**src/rtl/control_multiciclo_pkg.sv**
```systemverilog
// Shared encodings for the multicycle RV32I control unit: opcodes, FSM states,
// datapath select codes and the immediate-format helpers.
package control_multiciclo_pkg;

    typedef enum logic [2:0] {
        ST_FETCH  = 3'd0,
        ST_DECODE = 3'd1,
        ST_EXEC   = 3'd2,
        ST_MEM    = 3'd3,
        ST_WB     = 3'd4,
        ST_TRAP   = 3'd5
    } state_t;

    localparam logic [6:0] OPC_OP     = 7'b0110011;
    localparam logic [6:0] OPC_OP_IMM = 7'b0010011;
    localparam logic [6:0] OPC_LOAD   = 7'b0000011;
    localparam logic [6:0] OPC_STORE  = 7'b0100011;
    localparam logic [6:0] OPC_BRANCH = 7'b1100011;
    localparam logic [6:0] OPC_JAL    = 7'b1101111;
    localparam logic [6:0] OPC_JALR   = 7'b1100111;
    localparam logic [6:0] OPC_LUI    = 7'b0110111;
    localparam logic [6:0] OPC_AUIPC  = 7'b0010111;

    localparam logic [31:0] NOP_INSTR = 32'h0000_0013;

    localparam logic [3:0] EXT_I     = 4'd0;
    localparam logic [3:0] EXT_S     = 4'd1;
    localparam logic [3:0] EXT_B     = 4'd2;
    localparam logic [3:0] EXT_U     = 4'd3;
    localparam logic [3:0] EXT_J     = 4'd4;
    localparam logic [3:0] EXT_SHAMT = 4'd5;
    localparam logic [3:0] EXT_NONE  = 4'hF;

    localparam logic [1:0] PC_SRC_PLUS4 = 2'd0;
    localparam logic [1:0] PC_SRC_ALU   = 2'd1;
    localparam logic [1:0] PC_SRC_JALR  = 2'd2;

    localparam logic [1:0] WB_ALU = 2'd0;
    localparam logic [1:0] WB_MEM = 2'd1;
    localparam logic [1:0] WB_PC4 = 2'd2;
    localparam logic [1:0] WB_IMM = 2'd3;

    localparam logic [1:0] SRC_A_RS1  = 2'd0;
    localparam logic [1:0] SRC_A_PC   = 2'd1;
    localparam logic [1:0] SRC_A_ZERO = 2'd2;
    localparam logic [1:0] SRC_B_RS2  = 2'd0;
    localparam logic [1:0] SRC_B_IMM  = 2'd1;
    localparam logic [1:0] SRC_B_FOUR = 2'd2;

    localparam logic [3:0] ALU_ADD  = 4'd0;
    localparam logic [3:0] ALU_SUB  = 4'd1;
    localparam logic [3:0] ALU_SLL  = 4'd2;
    localparam logic [3:0] ALU_SLT  = 4'd3;
    localparam logic [3:0] ALU_SLTU = 4'd4;
    localparam logic [3:0] ALU_XOR  = 4'd5;
    localparam logic [3:0] ALU_SRL  = 4'd6;
    localparam logic [3:0] ALU_SRA  = 4'd7;
    localparam logic [3:0] ALU_OR   = 4'd8;
    localparam logic [3:0] ALU_AND  = 4'd9;

    function automatic logic is_legal_opcode(input logic [6:0] opcode);
        case (opcode)
            OPC_OP, OPC_OP_IMM, OPC_LOAD, OPC_STORE, OPC_BRANCH,
            OPC_JAL, OPC_JALR, OPC_LUI, OPC_AUIPC: return 1'b1;
            default:                              return 1'b0;
        endcase
    endfunction

    function automatic logic [3:0] ext_sel_for(input logic [6:0] opcode, input logic [2:0] funct3);
        case (opcode)
            OPC_OP_IMM:         return ((funct3 == 3'b001) || (funct3 == 3'b101)) ? EXT_SHAMT : EXT_I;
            OPC_LOAD, OPC_JALR: return EXT_I;
            OPC_STORE:          return EXT_S;
            OPC_BRANCH:         return EXT_B;
            OPC_LUI, OPC_AUIPC: return EXT_U;
            OPC_JAL:            return EXT_J;
            default:            return EXT_NONE;
        endcase
    endfunction

    // The ALU runs SUB for eq/ne and SLT/SLTU for the ordered compares.
    function automatic logic branch_taken(input logic [2:0] funct3, input logic zero);
        case (funct3)
            3'b000, 3'b101, 3'b111: return zero;
            3'b001, 3'b100, 3'b110: return !zero;
            default:                return 1'b0;
        endcase
    endfunction

endpackage

```
**src/rtl/control_multiciclo_decodificador_alu.sv**
```systemverilog
// Combinational ALU operation decoder driven by the latched instruction fields.
module decodificador_alu
    import control_multiciclo_pkg::*;
(
    input  logic [6:0] opcode,
    input  logic [2:0] funct3,
    input  logic       funct7_b5,
    output logic [3:0] alu_op
);

    // Map opcode/funct3/funct7 to the ALU operation
    always_comb begin
        alu_op = ALU_ADD;
        case (opcode)
            OPC_OP, OPC_OP_IMM: begin
                case (funct3)
                    3'b000: begin
                        if ((opcode == OPC_OP) && funct7_b5) begin
                            alu_op = ALU_SUB;
                        end else begin
                            alu_op = ALU_ADD;
                        end
                    end
                    3'b001:  alu_op = ALU_SLL;
                    3'b010:  alu_op = ALU_SLT;
                    3'b011:  alu_op = ALU_SLTU;
                    3'b100:  alu_op = ALU_XOR;
                    3'b101:  alu_op = funct7_b5 ? ALU_SRA : ALU_SRL;
                    3'b110:  alu_op = ALU_OR;
                    3'b111:  alu_op = ALU_AND;
                    default: alu_op = ALU_ADD;
                endcase
            end
            OPC_BRANCH: begin
                case (funct3)
                    3'b100, 3'b101: alu_op = ALU_SLT;
                    3'b110, 3'b111: alu_op = ALU_SLTU;
                    default:        alu_op = ALU_SUB;
                endcase
            end
            default: alu_op = ALU_ADD;
        endcase
    end

endmodule

```
**src/rtl/control_multiciclo.sv**
```systemverilog
// Multicycle RV32I control unit: FETCH/DECODE/EXEC/MEM/WB sequencing with a
// sticky TRAP on unsupported opcodes.
module control_multiciclo
    import control_multiciclo_pkg::*;
#(
    parameter int RESET_STATE_WAIT = 0
)
(
    input  logic        clock,
    input  logic        reset_n,
    input  logic [31:0] instr_in,
    input  logic        mem_ready,
    input  logic        alu_zero,
    output logic [31:0] COD,
    output logic [3:0]  ext_sel,
    output logic        mem_req,
    output logic        mem_we,
    output logic        addr_sel,
    output logic        pc_we,
    output logic [1:0]  pc_src,
    output logic        reg_we,
    output logic [1:0]  wb_sel,
    output logic [1:0]  alu_src_a,
    output logic [1:0]  alu_src_b,
    output logic [3:0]  alu_op,
    output logic        illegal
);

    localparam int WAIT_W = (RESET_STATE_WAIT > 0) ? $clog2(RESET_STATE_WAIT + 1) : 1;

    state_t             state_r, next_state_s;
    logic [31:0]        cod_r;
    logic [3:0]         ext_sel_r;
    logic               illegal_r;
    logic [WAIT_W-1:0]  wait_cnt_r;
    logic               fetch_done_s;
    logic               mem_req_s, mem_we_s, addr_sel_s, pc_we_s, reg_we_s;
    logic [1:0]         pc_src_s, wb_sel_s, alu_src_a_s, alu_src_b_s;
    logic [6:0]         opcode_s;
    logic [2:0]         funct3_s;
    logic [4:0]         rd_s;

    assign opcode_s = cod_r[6:0];
    assign funct3_s = cod_r[14:12];
    assign rd_s     = cod_r[11:7];

    decodificador_alu u_decodificador_alu (
        .opcode    (opcode_s),
        .funct3    (funct3_s),
        .funct7_b5 (cod_r[30]),
        .alu_op    (alu_op)
    );

    // State register, instruction register, immediate format and sticky trap flag
    always_ff @(posedge clock or negedge reset_n) begin
        if (!reset_n) begin
            state_r    <= ST_FETCH;
            cod_r      <= NOP_INSTR;
            ext_sel_r  <= EXT_NONE;
            illegal_r  <= 1'b0;
            wait_cnt_r <= WAIT_W'(RESET_STATE_WAIT);
        end else begin
            state_r <= next_state_s;
            if (fetch_done_s) begin
                // Format is captured with the word so it is already valid in DECODE.
                cod_r     <= instr_in;
                ext_sel_r <= ext_sel_for(instr_in[6:0], instr_in[14:12]);
            end
            if (next_state_s == ST_TRAP) begin
                illegal_r <= 1'b1;
            end
            if (wait_cnt_r != '0) begin
                wait_cnt_r <= wait_cnt_r - WAIT_W'(1);
            end
        end
    end

    // Next-state and control outputs; everything stays quiet while reset is held
    always_comb begin
        next_state_s = state_r;
        fetch_done_s = 1'b0;
        mem_req_s    = 1'b0;
        mem_we_s     = 1'b0;
        addr_sel_s   = 1'b0;
        pc_we_s      = 1'b0;
        pc_src_s     = PC_SRC_PLUS4;
        reg_we_s     = 1'b0;
        wb_sel_s     = WB_ALU;
        alu_src_a_s  = SRC_A_RS1;
        alu_src_b_s  = SRC_B_RS2;
        if (!reset_n) begin
            next_state_s = ST_FETCH;
        end else begin
            case (state_r)
                ST_FETCH: begin
                    if (wait_cnt_r != '0) begin
                        next_state_s = ST_FETCH;
                    end else begin
                        mem_req_s = 1'b1;
                        if (mem_ready) begin
                            fetch_done_s = 1'b1;
                            pc_we_s      = 1'b1;
                            pc_src_s     = PC_SRC_PLUS4;
                            next_state_s = ST_DECODE;
                        end else begin
                            next_state_s = ST_FETCH;
                        end
                    end
                end
                ST_DECODE: begin
                    if (is_legal_opcode(opcode_s)) begin
                        next_state_s = ST_EXEC;
                    end else begin
                        next_state_s = ST_TRAP;
                    end
                end
                ST_EXEC: begin
                    next_state_s = ST_WB;
                    case (opcode_s)
                        OPC_OP: begin
                            alu_src_a_s = SRC_A_RS1;
                            alu_src_b_s = SRC_B_RS2;
                        end
                        OPC_OP_IMM, OPC_JALR: begin
                            alu_src_a_s = SRC_A_RS1;
                            alu_src_b_s = SRC_B_IMM;
                        end
                        OPC_LOAD, OPC_STORE: begin
                            alu_src_a_s  = SRC_A_RS1;
                            alu_src_b_s  = SRC_B_IMM;
                            next_state_s = ST_MEM;
                        end
                        OPC_AUIPC, OPC_JAL: begin
                            alu_src_a_s = SRC_A_PC;
                            alu_src_b_s = SRC_B_IMM;
                        end
                        OPC_LUI: begin
                            alu_src_a_s = SRC_A_ZERO;
                            alu_src_b_s = SRC_B_IMM;
                        end
                        OPC_BRANCH: begin
                            alu_src_a_s  = SRC_A_RS1;
                            alu_src_b_s  = SRC_B_RS2;
                            next_state_s = ST_FETCH;
                            if (branch_taken(funct3_s, alu_zero)) begin
                                pc_we_s  = 1'b1;
                                pc_src_s = PC_SRC_ALU;
                            end else begin
                                pc_we_s  = 1'b0;
                            end
                        end
                        default: next_state_s = ST_TRAP;
                    endcase
                end
                ST_MEM: begin
                    mem_req_s  = 1'b1;
                    addr_sel_s = 1'b1;
                    mem_we_s   = (opcode_s == OPC_STORE);
                    if (mem_ready) begin
                        next_state_s = (opcode_s == OPC_STORE) ? ST_FETCH : ST_WB;
                    end else begin
                        next_state_s = ST_MEM;
                    end
                end
                ST_WB: begin
                    next_state_s = ST_FETCH;
                    reg_we_s     = (rd_s != 5'd0);
                    case (opcode_s)
                        OPC_LOAD: wb_sel_s = WB_MEM;
                        OPC_LUI:  wb_sel_s = WB_IMM;
                        OPC_JAL: begin
                            wb_sel_s = WB_PC4;
                            pc_we_s  = 1'b1;
                            pc_src_s = PC_SRC_ALU;
                        end
                        OPC_JALR: begin
                            wb_sel_s = WB_PC4;
                            pc_we_s  = 1'b1;
                            pc_src_s = PC_SRC_JALR;
                        end
                        default: wb_sel_s = WB_ALU;
                    endcase
                end
                ST_TRAP: next_state_s = ST_TRAP;
                default: next_state_s = ST_TRAP;
            endcase
        end
    end

    assign COD       = cod_r;
    assign ext_sel   = ext_sel_r;
    assign illegal   = illegal_r;
    assign mem_req   = mem_req_s;
    assign mem_we    = mem_we_s;
    assign addr_sel  = addr_sel_s;
    assign pc_we     = pc_we_s;
    assign pc_src    = pc_src_s;
    assign reg_we    = reg_we_s;
    assign wb_sel    = wb_sel_s;
    assign alu_src_a = alu_src_a_s;
    assign alu_src_b = alu_src_b_s;

endmodule

```
**config.mk**
```make
export PLATFORM = sky130hd
export DESIGN_NAME = control_multiciclo
export DESIGN_NICKNAME = d
export VERILOG_FILES = /design/src/rtl/control_multiciclo_pkg.sv /design/src/rtl/control_multiciclo_decodificador_alu.sv /design/src/rtl/control_multiciclo.sv
export SDC_FILE = /design/constraint.sdc
export NUM_CORES = 1
export LEC_CHECK = 0
export CORE_UTILIZATION = 47
export DETAILED_ROUTE_END_ITERATION = 10
export GPL_ROUTABILITY_DRIVEN = 0
export GPL_TIMING_DRIVEN = 0
export HOLD_SLACK_MARGIN = 0.06
export PLACE_DENSITY = 0.88
export SETUP_SLACK_MARGIN = 0.4
export SYNTH_ARGS = -nofsm -noshare
export SYNTH_HDL_FRONTEND = slang
export SYNTH_SLANG_ARGS = --single-unit
```
**constraint.sdc**
```tcl
create_clock -name clock -period 2.8 [get_ports clock]
set_input_delay 0.56 -clock clock [delete_from_list [all_inputs] [get_ports clock]]
set_output_delay 0.56 -clock clock [all_outputs]
set_load 0.005 [all_outputs]
```
==> metrics.csv, run 1 <==
metric,value,unit
path_cells,clkbuf_4 -> nand2b_4 -> nor3_4 -> buf_4 -> a221oi_1 -> a21oi_2 -> buf_2,
rows,25,
end_kind,primary output,
yosys.area.top_type,dfrtp_1,
detail-route-antenna-nets,0,
critPathKind,reg2out,
cts_tree,built,
r2r_end,illegal,
die_x,72.1,um
io_buffer_count,88,
synth-edff-count,0,
synth.most_common_cell,dfrtp_1,
instances_no_fill,402,
vias,2318,
tightest_slew,0.655,ns
cts.path.max_buffers,2,
first_global_vias,2250,
combPwrFrac,0.506,
wl_per_cell,18.3,um
power_density,773,nW/um^2
n_fill_cell,271,
fin_total_pwr,2.92,mW
grtUsageMet3,0.0708,
regToRegSetupSlack,0.63,ns
arrival,1.99,ns
post-route-min-period,2.55,ns
fin_util,0.800,
cp_top_family,flip-flops,
design.die.area,5200,um^2
critPathBufInv,3,
numCtsBuffers,5,
diodes,0,
power_frac_seq,0.332,
busiest_layer,met2,
synth-compound-area-share,0.117,
setup_viol,0,
synthXorXnorAreaFrac,0.00379,
dr.pass1.iters,5,
netlist_area,2310,um^2
synthCells,213,
yosys.area.top_type_share,0.357,
dp_slack,-0.271,ns
clk_pin_slew,0.08,ns
synth_area_leaders,"dfrtp_1 (36%), mux2_4 (10%), mux2_2 (8.3%), dfstp_2 (8.0%), nand2_1 (2.9%)",
nNetsFinal,370,
r2r-start,COD[1],
switching_share,0.335,
antenna_found_initial,0,
outcome,"finished, final reports clean",
grt_max_degree,18,
grt_util_all_layers,0.270,
drc_errors,0,
grtUsageMet2,0.455,
ys_types,54,
synth_area_per_cell,10.8,um^2
htree_num_levels,2,
rsz0062_at_grt,yes,
io_pins,90,
slew_violations,0,
worst_r2r_path_depth,6,
clock_latency,0.29,ns
die_h,72.1,um
ys_seq_area_frac,0.437,
yosys_warnings,0,
p_int,1.94,mW
p_leak,1.64,nW
area_growth,63.5,%
start_util,0.489,
irDropWorstVdd,0.000572,V
relSlewSlack,0.557,
period_share,0.910,
ys_ff_latch,40,
placed_cells,369,
cp_max_fo,10,
cts_root_buffer,clkbuf_8,
grt_first_pass_wirelength,10.7,mm
yosys-top-cells-count,"dfrtp_1 (33), nand2_1 (18), mux2_2 (17)",
timing.hold.ws,0.277,ns
power.switching,0.978,mW
clock_skew,0.00771,ns
required,2.24,ns
fmax,393,MHz
cpPeakStageDelay,0.58,ns
clock-sinks,40,
core-area,4720,um^2
synth_mux_area_frac,0.195,
yosys.area_share.adder,0.00433,
startpoint_type,flip-flop,
synthFlopType,dfrtp_1,
via_per_inst,5.77,
synth_top_family_by_area,multiplexers,
cap_violations,0,
slowest_stage,dfstp_2,
dpl.hpwl,4.29,mm
wl,7.36,mm
startpoint,COD[4],
worst_slack,0.253,ns
clockPowerShare,0.161,
use_met1,0.323,
drive_gt1_frac,0.364,
grt_overflow,0,
async_flop_share,1.00,
first_iter_violations,271,
synth_nets,249,
hold_violations,0,
synthSimpleGateAreaFrac,0.193,
hp-class,in2async,
-- flip-flops by register name, indices dropped and copies added, names as in the netlist --
signal,flops
COD,32
ext_sel,4
state_r,3
illegal,1
-- repair_timing --
| action | 4_1_cts | 5_1_grt |
|---|---|---|
| hold buffers | 2 | 0 |
| pin swaps | 13 | 8 |
| gates resized for setup | 61 | 25 |
| cloned | 1 | 0 |
| hold endpoints to repair | 8 | 0 |
| buffers inserted | 15 | 7 |
| endpoints found under the setup margin | 15 | 12 |
-- final cells by class --
type,count,area [um^2],share of cell area
inverters,3,15.0,0.00397
repair buffers,114,1110,0.294
well taps,67,83.8,0.0222
clock inverters,2,35.0,0.00927
flip-flops and latches,40,1010,0.268
multi-input cells,155,1330,0.352
clock buffers,6,72.6,0.0192
plain buffers,15,120,0.0318
-- cells in the final DEF, fill, tap and decap left out, types with 7 or more instances in the layout --
cell type        instances
dlygate4sd2_1            7
nor2_1                  12
mux2_4                  16
buf_4                   24
buf_2                    8
o21ai_0                  9
nand2_1                 18
clkdlybuf4s50_1         71
mux2_2                  17
dfstp_2                  7
a21oi_1                  9
dfrtp_1                 31
buf_6                    7
-- worst max-delay path by stage --
stage / to / slack (ns) / cells after the start
after detailed placement: pc_src[1] / -0.27 / 7
final: alu_op[1] / 0.25 / 7
after CTS: alu_op[1] / 0.20 / 6
after floorplan: pc_we / 0.69 / 7
after global routing: alu_op[1] / 0.21 / 5
after global placement: pc_src[1] / -1.85 / 6
-- layer usage --
metal | part of all wire | vias to the layer above
met1 | 0.38 | 1122
li1 | - | 1017
met2 | 0.49 | 152
met3 | 0.091 | 27
met5 | 0 | -
met4 | 0.033 | 0
-- worst reg2reg max path, cell delays in order, from the launching register on --
cell	delay, ns
dfstp_2	0.63
nand4bb_4	0.13
buf_6	0.16
buf_4	0.14
o311ai_0	0.60
o22ai_1	0.20
a21o_1	0.21
-- power by group through the flow --
stage          Sequential [mW]  Combinational, mW  Clock, mW
3_5_place_dp             0.966               1.14          0
2_1_floorplan            0.945              0.560          0
5_1_grt                  0.993               1.56      0.504
6_report                 0.970               1.48      0.471
3_3_place_gp             0.952               1.11          0
4_1_cts                  0.952               1.35      0.469
-- cells by family after synthesis --
kind of cell / count (synthesis)
simple gates: 79
flops: 40
compound gates: 38
mux: 35
buf+inv: 18
fa+ha+maj: 1
other cells: 1
xor+xnor: 1
-- through the flow --
step	TNS [ns]	area, um^2
2_1_floorplan	0	2310
4_1_cts	0	3680
3_3_place_gp	-62.69	3280
5_1_grt	0	3780
3_5_place_dp	-0.635	3290
6_report	0	3780
Power figures use the tool's default switching activity.
==> run 2, diff against run 1 <==
--- a/config.mk
+++ b/config.mk
@@ -5,6 +5,7 @@
 export SDC_FILE = /design/constraint.sdc
 export NUM_CORES = 1
 export LEC_CHECK = 0
+export CORE_MARGIN = 2
 export CORE_UTILIZATION = 47
 export DETAILED_ROUTE_END_ITERATION = 10
 export GPL_ROUTABILITY_DRIVEN = 0
==> metrics.csv, run 2 (same netlist as run 1, synthesis figures left out) <==
metric,value,unit,change
vias,2216,,-4.4%
first_global_vias,2188,,-2.8%
htree_num_levels,2,,unchanged
period_share,0.940,,+0.0300
clockPowerShare,0.144,,-0.017
core-area,4720,um^2,unchanged
grt_util_all_layers,0.245,,-0.0248
worst_slack,0.169,ns,-0.0840 ns
outcome,"finished, final reports clean",,
largest_reg_flops,32,,unchanged
cp_top_family,simple AND/OR/NAND/NOR gates,,
area_growth,59.4,%,
cap_violations,0,,unchanged
dr.pass1.iters,4,,-1
combPwrFrac,0.514,,+0.008
fmax,380,MHz,-3.2%
drive_gt1_frac,0.357,,-0.00682
first_iter_violations,212,,-22%
slew_violations,0,,unchanged
diodes,0,,unchanged
fin_total_pwr,2.80,mW,-4.1%
final_common_cell,clkdlybuf4s50_1,,
power_frac_seq,0.342,,+0.010
detail-route-antenna-nets,0,,unchanged
path_cells,nand4bb_1 -> buf_6 -> nor3_4 -> nor4b_4 -> buf_4 -> nor2_2 -> nor2_1 -> buf_2,,
critPathKind,reg2out,,
numCtsBuffers,5,,unchanged
cts_hold_buf,0,,-2
drc_errors,0,,unchanged
rows,25,,unchanged
timing.hold.ws,0.0642,ns,-0.213 ns
layout_common_cells,"clkdlybuf4s50_1 (72), dfrtp_1 (31), buf_4 (25)",,
post-route-min-period,2.63,ns,+0.0840 ns
final_area,3680,um^2,-2.5%
irDropWorstVdd,0.000449,V,-22%
hp-class,in2async,,
regToRegSetupSlack,0.80,ns,+0.17 ns
tightest_slew,0.568,ns,-0.0875 ns
clock-sinks,40,,unchanged
worst_r2r_path_depth,7,,+1
antenna_found_initial,0,,unchanged
critPathBufInv,3,,unchanged
cpPeakStageDelay,0.60,ns,+0.02 ns
via_per_inst,5.54,,-3.9%
grt_first_pass_wirelength,10.1,mm,-5.2%
clk_pin_slew,0.08,ns,about the same
start_util,0.489,,unchanged
power_density,760,nW/um^2,-1.6%
cts_tree,built,,
startpoint,COD[1],,
io_buffer_count,88,,unchanged
grt_overflow,0,,unchanged
setup_viol,0,,unchanged
rsz0062_at_grt,yes,,
io_pins,90,,unchanged
arrival,2.07,ns,+0.08 ns
cp_max_fo,5,,-5
required,2.24,ns,about the same
cts_root_buffer,clkbuf_8,,
grt_max_degree,25,,+7
design.die.area,5490,um^2,+5.6%
power.switching,0.932,mW,-4.6%
dpl-instance-area,3300,um^2,+0.23%
die_h,74.1,um,+2.8%
dpl.hpwl,4.37,mm,+1.9%
clock_skew,0.00720,ns,-0.000511 ns
crit_path_end,pc_we,,
switching_share,0.333,,-0.00196
relSlewSlack,0.618,,+0.0604
slowest_stage,dfstp_2,,
hold_violations,0,,unchanged
startpoint_type,flip-flop,,
r2r_end,illegal,,
cp_num_cells,8,,+1
wl_per_cell,16.9,um,-7.5%
clock_latency,0.30,ns,about the same
wl,6.77,mm,-8.0%
nNetsFinal,368,,-0.54%
r2r-start,COD[1],,
p_leak,1.60,nW,-2.6%
cts.path.max_buffers,2,,unchanged
p_int,1.87,mW,-3.8%
die_x,74.1,um,+2.8%
dp_slack,-0.209,ns,+0.0624 ns
end_kind,primary output,,
-- run 2: changes by cell type in the layout (fill, tap and decap cells not counted), sizes merged --
cell / before / now
dlygate4sd3: 2 / 0
bufinv: 1 / 0
buf: 42 / 44
clkinvlp: 1 / 2
bufbuf: 1 / 0
clkdlybuf4s50: 71 / 72
clkinv: 1 / 0
dlymetal6s2s: 2 / 1
-- run 2: worst min path at each step --
stage             from         end  slack [ns]  cells past startpoint
3_5_place_dp   illegal     illegal        0.45                      1
4_1_cts        reset_n  state_r[1]        0.09                      1
6_report       reset_n  state_r[1]        0.06                      1
3_3_place_gp   illegal     illegal        0.44                      1
2_1_floorplan  reset_n     COD[10]        0.26                      0
5_1_grt        reset_n  state_r[1]        0.06                      1
-- run 2: layout make-up --
type / instances / area [um^2]
Fill cell: 295 / 1040
Inverter: 3 / 15.0
Tap cell: 67 / 83.8
Buffer: 15 / 141
Timing Repair Buffer: 112 / 1060
Multi-Input combinational cell: 155 / 1280
Clock inverter: 1 / 7.51
Clock buffer: 7 / 86.3
Sequential cell: 40 / 1010
-- run 2: stage by stage --
stage          TNS [ns]  utilization  cells
2_1_floorplan         0            -    213
3_3_place_gp     -58.44        0.694    368
3_5_place_dp     -0.550        0.698    369
4_1_cts               0        0.765    394
5_1_grt               0        0.780    400
6_report              0        0.780    400
-- run 2: layer usage --
layer,routed length (um),GRT usage
met5,0,0
met4,168,0.107
met3,600,0.0799
met2,3300,0.398
met1,2690,0.299
-- run 2: timing repair --
item                                   CTS  global route
gates cloned                             0             0
endpoints found under the hold margin    0             0
buffers inserted                        17             6
pin swaps                               11             3
setup endpoints to repair               15            12
gates resized for setup                 60            18
-- run 2: power by group through the flow --
stage | Clock, mW | Sequential, mW | Combinational (mW)
2_1_floorplan | 0 | 0.945 | 0.560
3_3_place_gp | 0 | 0.952 | 1.11
3_5_place_dp | 0 | 0.968 | 1.14
4_1_cts | 0.407 | 0.949 | 1.35
5_1_grt | 0.431 | 0.983 | 1.53
6_report | 0.404 | 0.959 | 1.44
-- run 2: worst reg2reg max path, delay by kind of cell (launching register included) --
kind | cells | cell delay (ns)
AO/OA/AOI/OAI | 3 | 0.74
AND/OR/NAND/NOR | 1 | 0.15
buffers and inverters | 3 | 0.43
flip-flops | 1 | 0.60
